**src/rtl/lcd_pkg.sv**
```systemverilog
// rtl/lcd_pkg.sv - shared LCD colour, pattern and geometry definitions
package lcd_pkg;

  localparam int H_RES_DEF = 320;
  localparam int V_RES_DEF = 240;

  localparam logic [15:0] RGB_RED   = 16'hF800;
  localparam logic [15:0] RGB_GREEN = 16'h07E0;
  localparam logic [15:0] RGB_BLUE  = 16'h001F;
  localparam logic [15:0] RGB_BLACK = 16'h0000;

  localparam logic [1:0] PAT_GRID   = 2'd0;
  localparam logic [1:0] PAT_BARS   = 2'd1;
  localparam logic [1:0] PAT_GRAD   = 2'd2;
  localparam logic [1:0] PAT_SCROLL = 2'd3;

  typedef enum logic [1:0] {
    ST_IDLE    = 2'd0,
    ST_WAIT_TE = 2'd1,
    ST_STREAM  = 2'd2
  } src_state_t;

endpackage

```
**src/rtl/lcd_te_sync.sv**
```systemverilog
// rtl/lcd_te_sync.sv - tearing-effect synchronizer with one-cycle rising-edge pulse
module lcd_te_sync #(
  parameter int SYNC_STAGES = 2
) (
  input  logic i_clk,
  input  logic i_reset,
  input  logic i_fmark,
  output logic o_te_pulse
);

  logic [SYNC_STAGES-1:0] r_sync;
  logic                   r_prev;

  always_ff @(posedge i_clk) begin
    if (i_reset) begin
      r_sync <= '0;
      r_prev <= 1'b0;
    end else begin
      r_sync <= {r_sync[SYNC_STAGES-2:0], i_fmark};
      r_prev <= r_sync[SYNC_STAGES-1];
    end
  end

  assign o_te_pulse = r_sync[SYNC_STAGES-1] & ~r_prev;

endmodule

```
**src/rtl/lcd_pixel_source.sv**
```systemverilog
// rtl/lcd_pixel_source.sv - TE-synced RGB565 test-pattern frame source for the 8080 write engine
module lcd_pixel_source
  import lcd_pkg::*;
#(
  parameter int H_RES       = H_RES_DEF,
  parameter int V_RES       = V_RES_DEF,
  parameter int BORDER      = 16,
  parameter int SYNC_STAGES = 2
) (
  input  logic        i_clk,
  input  logic        i_reset,
  input  logic        i_init_done,
  input  logic        i_lcd_fmark,
  input  logic [1:0]  i_pattern,
  input  logic        i_pix_ready,
  output logic [15:0] o_pix_data,
  output logic        o_pix_valid,
  output logic        o_pix_sof,
  output logic        o_pix_last,
  output logic [7:0]  o_frame_count,
  output logic        o_te_missed
);

  src_state_t  r_state, w_state_nx;
  logic [8:0]  r_x, w_nx;
  logic [7:0]  r_y, w_ny;
  logic [1:0]  r_pat;
  logic [15:0] r_data;
  logic        r_valid, r_sof, r_last, r_te_missed;
  logic [7:0]  r_fc;
  logic        w_te, w_xfer, w_start, w_adv, w_end, w_nlast;

  function automatic logic [15:0] pix_f(input logic [1:0] pat, input logic [8:0] x,
                                        input logic [7:0] y, input logic [7:0] fc);
    logic [8:0]  gx;
    logic [2:0]  bar;
    logic [15:0] f;
    // scroll pattern shifts only the grid columns; the red band is row based
    gx  = (pat == PAT_SCROLL) ? 9'((10'(x) + 10'(fc)) % 10'(H_RES)) : x;
    bar = 3'((12'(x) * 12'd8) / 12'(H_RES));
    case (pat)
      PAT_BARS: f = {{5{bar[2]}}, {6{bar[1]}}, {5{bar[0]}}};
      PAT_GRAD: f = {x[8:4], y[7:2], ~x[8:4]};
      default: begin
        if (32'(y) < 32'(BORDER))  f = RGB_RED;
        else if (y[3:0] == 4'd0)   f = RGB_BLUE;
        else if (gx[3:0] == 4'd0)  f = RGB_GREEN;
        else                       f = RGB_BLACK;
      end
    endcase
    return f;
  endfunction

  lcd_te_sync #(.SYNC_STAGES(SYNC_STAGES)) u_te_sync (
    .i_clk      (i_clk),
    .i_reset    (i_reset),
    .i_fmark    (i_lcd_fmark),
    .o_te_pulse (w_te)
  );

  assign w_xfer  = r_valid & i_pix_ready;
  assign w_nx    = (r_x == 9'(H_RES - 1)) ? 9'd0 : r_x + 9'd1;
  assign w_ny    = (r_x == 9'(H_RES - 1)) ? r_y + 8'd1 : r_y;
  assign w_nlast = (w_nx == 9'(H_RES - 1)) && (w_ny == 8'(V_RES - 1));

  always_ff @(posedge i_clk) begin
    if (i_reset) r_state <= ST_IDLE;
    else         r_state <= w_state_nx;
  end

  always_comb begin
    w_state_nx = r_state;
    w_start    = 1'b0;
    w_adv      = 1'b0;
    w_end      = 1'b0;
    case (r_state)
      ST_IDLE:    if (i_init_done) w_state_nx = ST_WAIT_TE;
      ST_WAIT_TE: if (w_te) begin
        w_start    = 1'b1;
        w_state_nx = ST_STREAM;
      end
      ST_STREAM:  if (w_xfer) begin
        if (r_last) begin
          w_end      = 1'b1;
          w_state_nx = ST_WAIT_TE;
        end else begin
          w_adv = 1'b1;
        end
      end
      default:    w_state_nx = ST_IDLE;
    endcase
  end

  always_ff @(posedge i_clk) begin
    if (i_reset) begin
      r_x         <= '0;
      r_y         <= '0;
      r_pat       <= '0;
      r_data      <= '0;
      r_valid     <= 1'b0;
      r_sof       <= 1'b0;
      r_last      <= 1'b0;
      r_fc        <= '0;
      r_te_missed <= 1'b0;
    end else begin
      if (w_te && r_state == ST_STREAM) r_te_missed <= 1'b1;
      if (w_start) begin
        r_pat   <= i_pattern;
        r_x     <= '0;
        r_y     <= '0;
        r_data  <= pix_f(i_pattern, 9'd0, 8'd0, r_fc);
        r_valid <= 1'b1;
        r_sof   <= 1'b1;
        r_last  <= 1'b0;
      end else if (w_end) begin
        r_valid <= 1'b0;
        r_sof   <= 1'b0;
        r_last  <= 1'b0;
        r_fc    <= r_fc + 8'd1;
      end else if (w_adv) begin
        r_x    <= w_nx;
        r_y    <= w_ny;
        r_data <= pix_f(r_pat, w_nx, w_ny, r_fc);
        r_sof  <= 1'b0;
        r_last <= w_nlast;
      end
    end
  end

  assign o_pix_data    = r_data;
  assign o_pix_valid   = r_valid;
  assign o_pix_sof     = r_sof;
  assign o_pix_last    = r_last;
  assign o_frame_count = r_fc;
  assign o_te_missed   = r_te_missed;

endmodule
```
**config.mk**
```make
export PLATFORM = sky130hd
export DESIGN_NAME = lcd_pixel_source
export DESIGN_NICKNAME = d
export VERILOG_FILES = /design/src/rtl/lcd_pkg.sv /design/src/rtl/lcd_te_sync.sv /design/src/rtl/lcd_pixel_source.sv
export SDC_FILE = /design/constraint.sdc
export NUM_CORES = 1
export LEC_CHECK = 0
export ABC_CLOCK_PERIOD_IN_PS = 4600
export CAP_MARGIN = 20
export CORE_MARGIN = 2
export CORE_UTILIZATION = 61
export DETAILED_ROUTE_END_ITERATION = 10
export GPL_TIMING_DRIVEN = 0
export HOLD_SLACK_MARGIN = 0.12
export PLACE_DENSITY_LB_ADDON = 0.12
export SLEW_MARGIN = 15
export SYNTH_ARGS = -nofsm -noshare
export SYNTH_HDL_FRONTEND = slang
export SYNTH_SLANG_ARGS = --single-unit
```
**constraint.sdc**
```tcl
create_clock -name i_clk -period 4.6 [get_ports i_clk]
set_input_delay 1.15 -clock i_clk [delete_from_list [all_inputs] [get_ports i_clk]]
set_output_delay 1.15 -clock i_clk [all_outputs]
set_load 0.01 [all_outputs]
```
==> results_dict.tcl <==
set metrics [dict create \
    status "complete, no violations" \
    area.sequential_mm2 0.001041 \
    tightest_slew_ns 0.8672 \
    ys_warn_count 0 \
    syn_area_mm2 0.003137 \
    fill_cells 401 \
    clkPwrFrac 0.405 \
    h-tree-depth 2 \
    setup_viol 0 \
    dr.pass1.iters 5 \
    hold_viol_final 0 \
    post-cts-setup-buffers 0 \
    p_int_uw 633.7 \
    ir_drop_mv 0.2160 \
    seqPwrFrac 0.555 \
    critPathMaxFanout 8 \
    final_util 0.7298 \
    ys_dominant_reg_cell "dfxtp_1" \
    synth_largest_area_cell "dfxtp_1" \
    clkTransAtPathRegs_ns 0.11 \
    period_minus_slack_ns 3.685 \
    reg2regPathDepth 12 \
    synth_nets 404 \
    dp_slack_ns 1.021 \
    synth_seq_cells 52 \
    clock_skew_ns 0.01097 \
    worst-setup-path-type "reg2reg" \
    leakage_uw 0.001392 \
    core_area_mm2 0.005042 \
    max_slew_margin 0.4219 \
    hold_buffers 0 \
    worstHoldPathType "reg2reg" \
    die_w_um 75.71 \
    ys_seq_area_frac 0.3319 \
    r2r-end "o_pix_data[8]" \
    synth.top_cell.area_share 0.3319 \
    holdWs_ns 0.4807 \
    p_per_area_mw_per_mm2 223.6 \
    synth_edf_count 0 \
    num_antenna_cells 0 \
    clock-sinks 52 \
    multiInputGateArea_mm2 0.001938 \
    synth_cell_types 60 \
    hold_path_end "u_te_sync.r_prev" \
    ios 35 \
    io_buffers 34 \
    antenna_found_initial 0 \
    synth_most_common_cell "dfxtp_1" \
    min_from "u_te_sync.r_sync[1]" \
    syn_avg_cell_area_um2 8.147 \
    dp.final_hpwl_um 5622 \
    drt_iter0_drc 277 \
    r2r_slack_ns 0.92 \
    async_reset_ff_frac 0 \
    tns_ns 0 \
    p_sw_frac 0.2300 \
    syn2layout_area_growth_pct 17.31 \
    place_congestion 0.8932 \
    drive_gt1_frac 0.08899 \
    wl_per_cell_um 15.55 \
    cts_resized 0 \
    period_share 0.8010 \
    drt_wl_total_um 7729 \
    ant_nets 0 \
    endpoint_kind "register" \
    netlist_instances 385 \
    whs_path_depth 1 \
    gr-usage-all-layers 0.2786 \
    vias 3028 \
    synth.area.top_cells "dfxtp_1 33%, a21oi_1 7.5%, nor2_1 5.9%" \
    dieArea_mm2 0.005732 \
    start_kind "register" \
    tritoncts "yes" \
    first_global_vias 2680 \
    insertion_delay_ns 0.32 \
    r2r-start "r_x[0]" \
    grt_max_degree 18 \
    numCtsBuffers 5 \
    rsz0062_at_grt "false" \
    p_sw_uw 189.3 \
    fin_ws_ns 0.9154 \
    cp.required_ns 4.86 \
    root_buffer "clkbuf_8" \
    pwr-share-comb 0.040 \
    start_util 0.6221 \
    cts.path.max_buffers 2 \
    fin_nets 445 \
    grt_pass1_wl_um 12260 \
    drv_cap 0 \
    row_count 26 \
    via_per_inst 6.093 \
    synth_common_cells "52 x dfxtp_1, 49 x nor2_1, 47 x a21oi_1" \
    arrival_ns 3.95 \
    slew_violations 0 \
    fmaxAchievable_mhz 271.4 \
    post-route-drc-count 0 \
    die_h_um 75.71 \
    grt_remaining_overflow 0 \
]
logic make-up (layout without fill, tap and decap cells):
family,after synthesis,count (layout),synth area share
xor gates and xnor gates,28,28,0.08417
and+or+nand+nor,155,155,0.2565
buffers and inverters,33,75,0.05026
adders and majority gates,12,12,0.05026
DFF,52,52,0.3319
muxes,3,3,0.009972
AOI/OAI and AO/OA,102,102,0.2170
state kept, by name, summed over array words and instances (netlist names):
| name | cells |
|---|---|
| o_pix_sof | 1 |
| o_pix_last | 1 |
| o_frame_count | 8 |
| o_te_missed | 1 |
| o_pix_valid | 1 |
| u_te_sync.r_sync | 2 |
| u_te_sync.r_prev | 1 |
| r_pat | 2 |
| r_x | 9 |
| r_state | 2 |
| o_pix_data | 16 |
| r_y | 8 |
power groups by stage:
stage	Clock (uW)	Combinational [uW]	Sequential, uW
2_1_floorplan	0	17.6	467
3_3_place_gp	0	32.3	467
3_5_place_dp	0	33.0	467
4_1_cts	335	33.1	456
5_1_grt	354	36.7	457
6_report	333	33.2	456
routing by layer:
layer  global-route usage  routed length, um  vias up
met5                    0                  0        -
met4              0.09552                161        0
met3              0.05820                456       22
met2               0.4444               3663      113
met1               0.3763               3448     1420
li1                     -                  -     1473
layout make-up:
class	count	area share
Buffer	23	0.03196
Clock buffer	5	0.01870
Clock inverter	3	0.01258
Inverter	10	0.01088
Multi-Input combinational cell	300	0.5267
Sequential cell	52	0.2829
Tap cell	70	0.02380
Timing Repair Buffer	34	0.09249
metrics by stage:
| step | cells | instance area [um^2] | power (uW) |
|---|---|---|---|
| after CTS | 497 | 3680 | 824.4 |
| after global routing | 497 | 3680 | 847.4 |
| after detailed placement | 489 | 3565 | 499.7 |
| after floorplan | 385 | 3137 | 484.6 |
| after global placement | 489 | 3565 | 499.0 |
| final | 497 | 3680 | 822.9 |
how the worst max path moves through the flow:
stage / startpoint / to / slack [ns] / depth (start not counted)
after floorplan: r_x[0] / o_pix_data[10] / 1.47 / 12
after global placement: r_x[0] / o_pix_data[8] / 1.03 / 12
after detailed placement: r_x[0] / o_pix_data[8] / 1.02 / 12
after CTS: r_x[0] / o_pix_data[8] / 0.99 / 12
after global routing: r_x[0] / o_pix_data[6] / 0.67 / 12
final: r_x[0] / o_pix_data[8] / 0.92 / 12
layout by cell type, fill, tap and decap left out, drive strengths merged, types with 12 or more instances in the layout:
| cell | instances |
|---|---|
| clkdlybuf4s50 | 34 |
| nor2 | 49 |
| o21ai | 13 |
| nand3 | 15 |
| nand2 | 26 |
| a21oi | 47 |
| xor2 | 20 |
| nand4 | 12 |
| buf | 13 |
| clkbuf | 15 |
| dfxtp | 52 |
critical path, stage by stage (launching register included):
cell and delay [ns]:
dfxtp_1 0.47, ha_1 0.34, nand4bb_1 0.22, nor2_1 0.47
nor2_1 0.10, ha_1 0.23, fa_1 0.38, xor2_1 0.15
or4b_2 0.62, o32ai_1 0.13, a31oi_1 0.22, a21oi_1 0.18
a31o_2 0.11
Note: power is estimated with default switching activity, not from simulation.
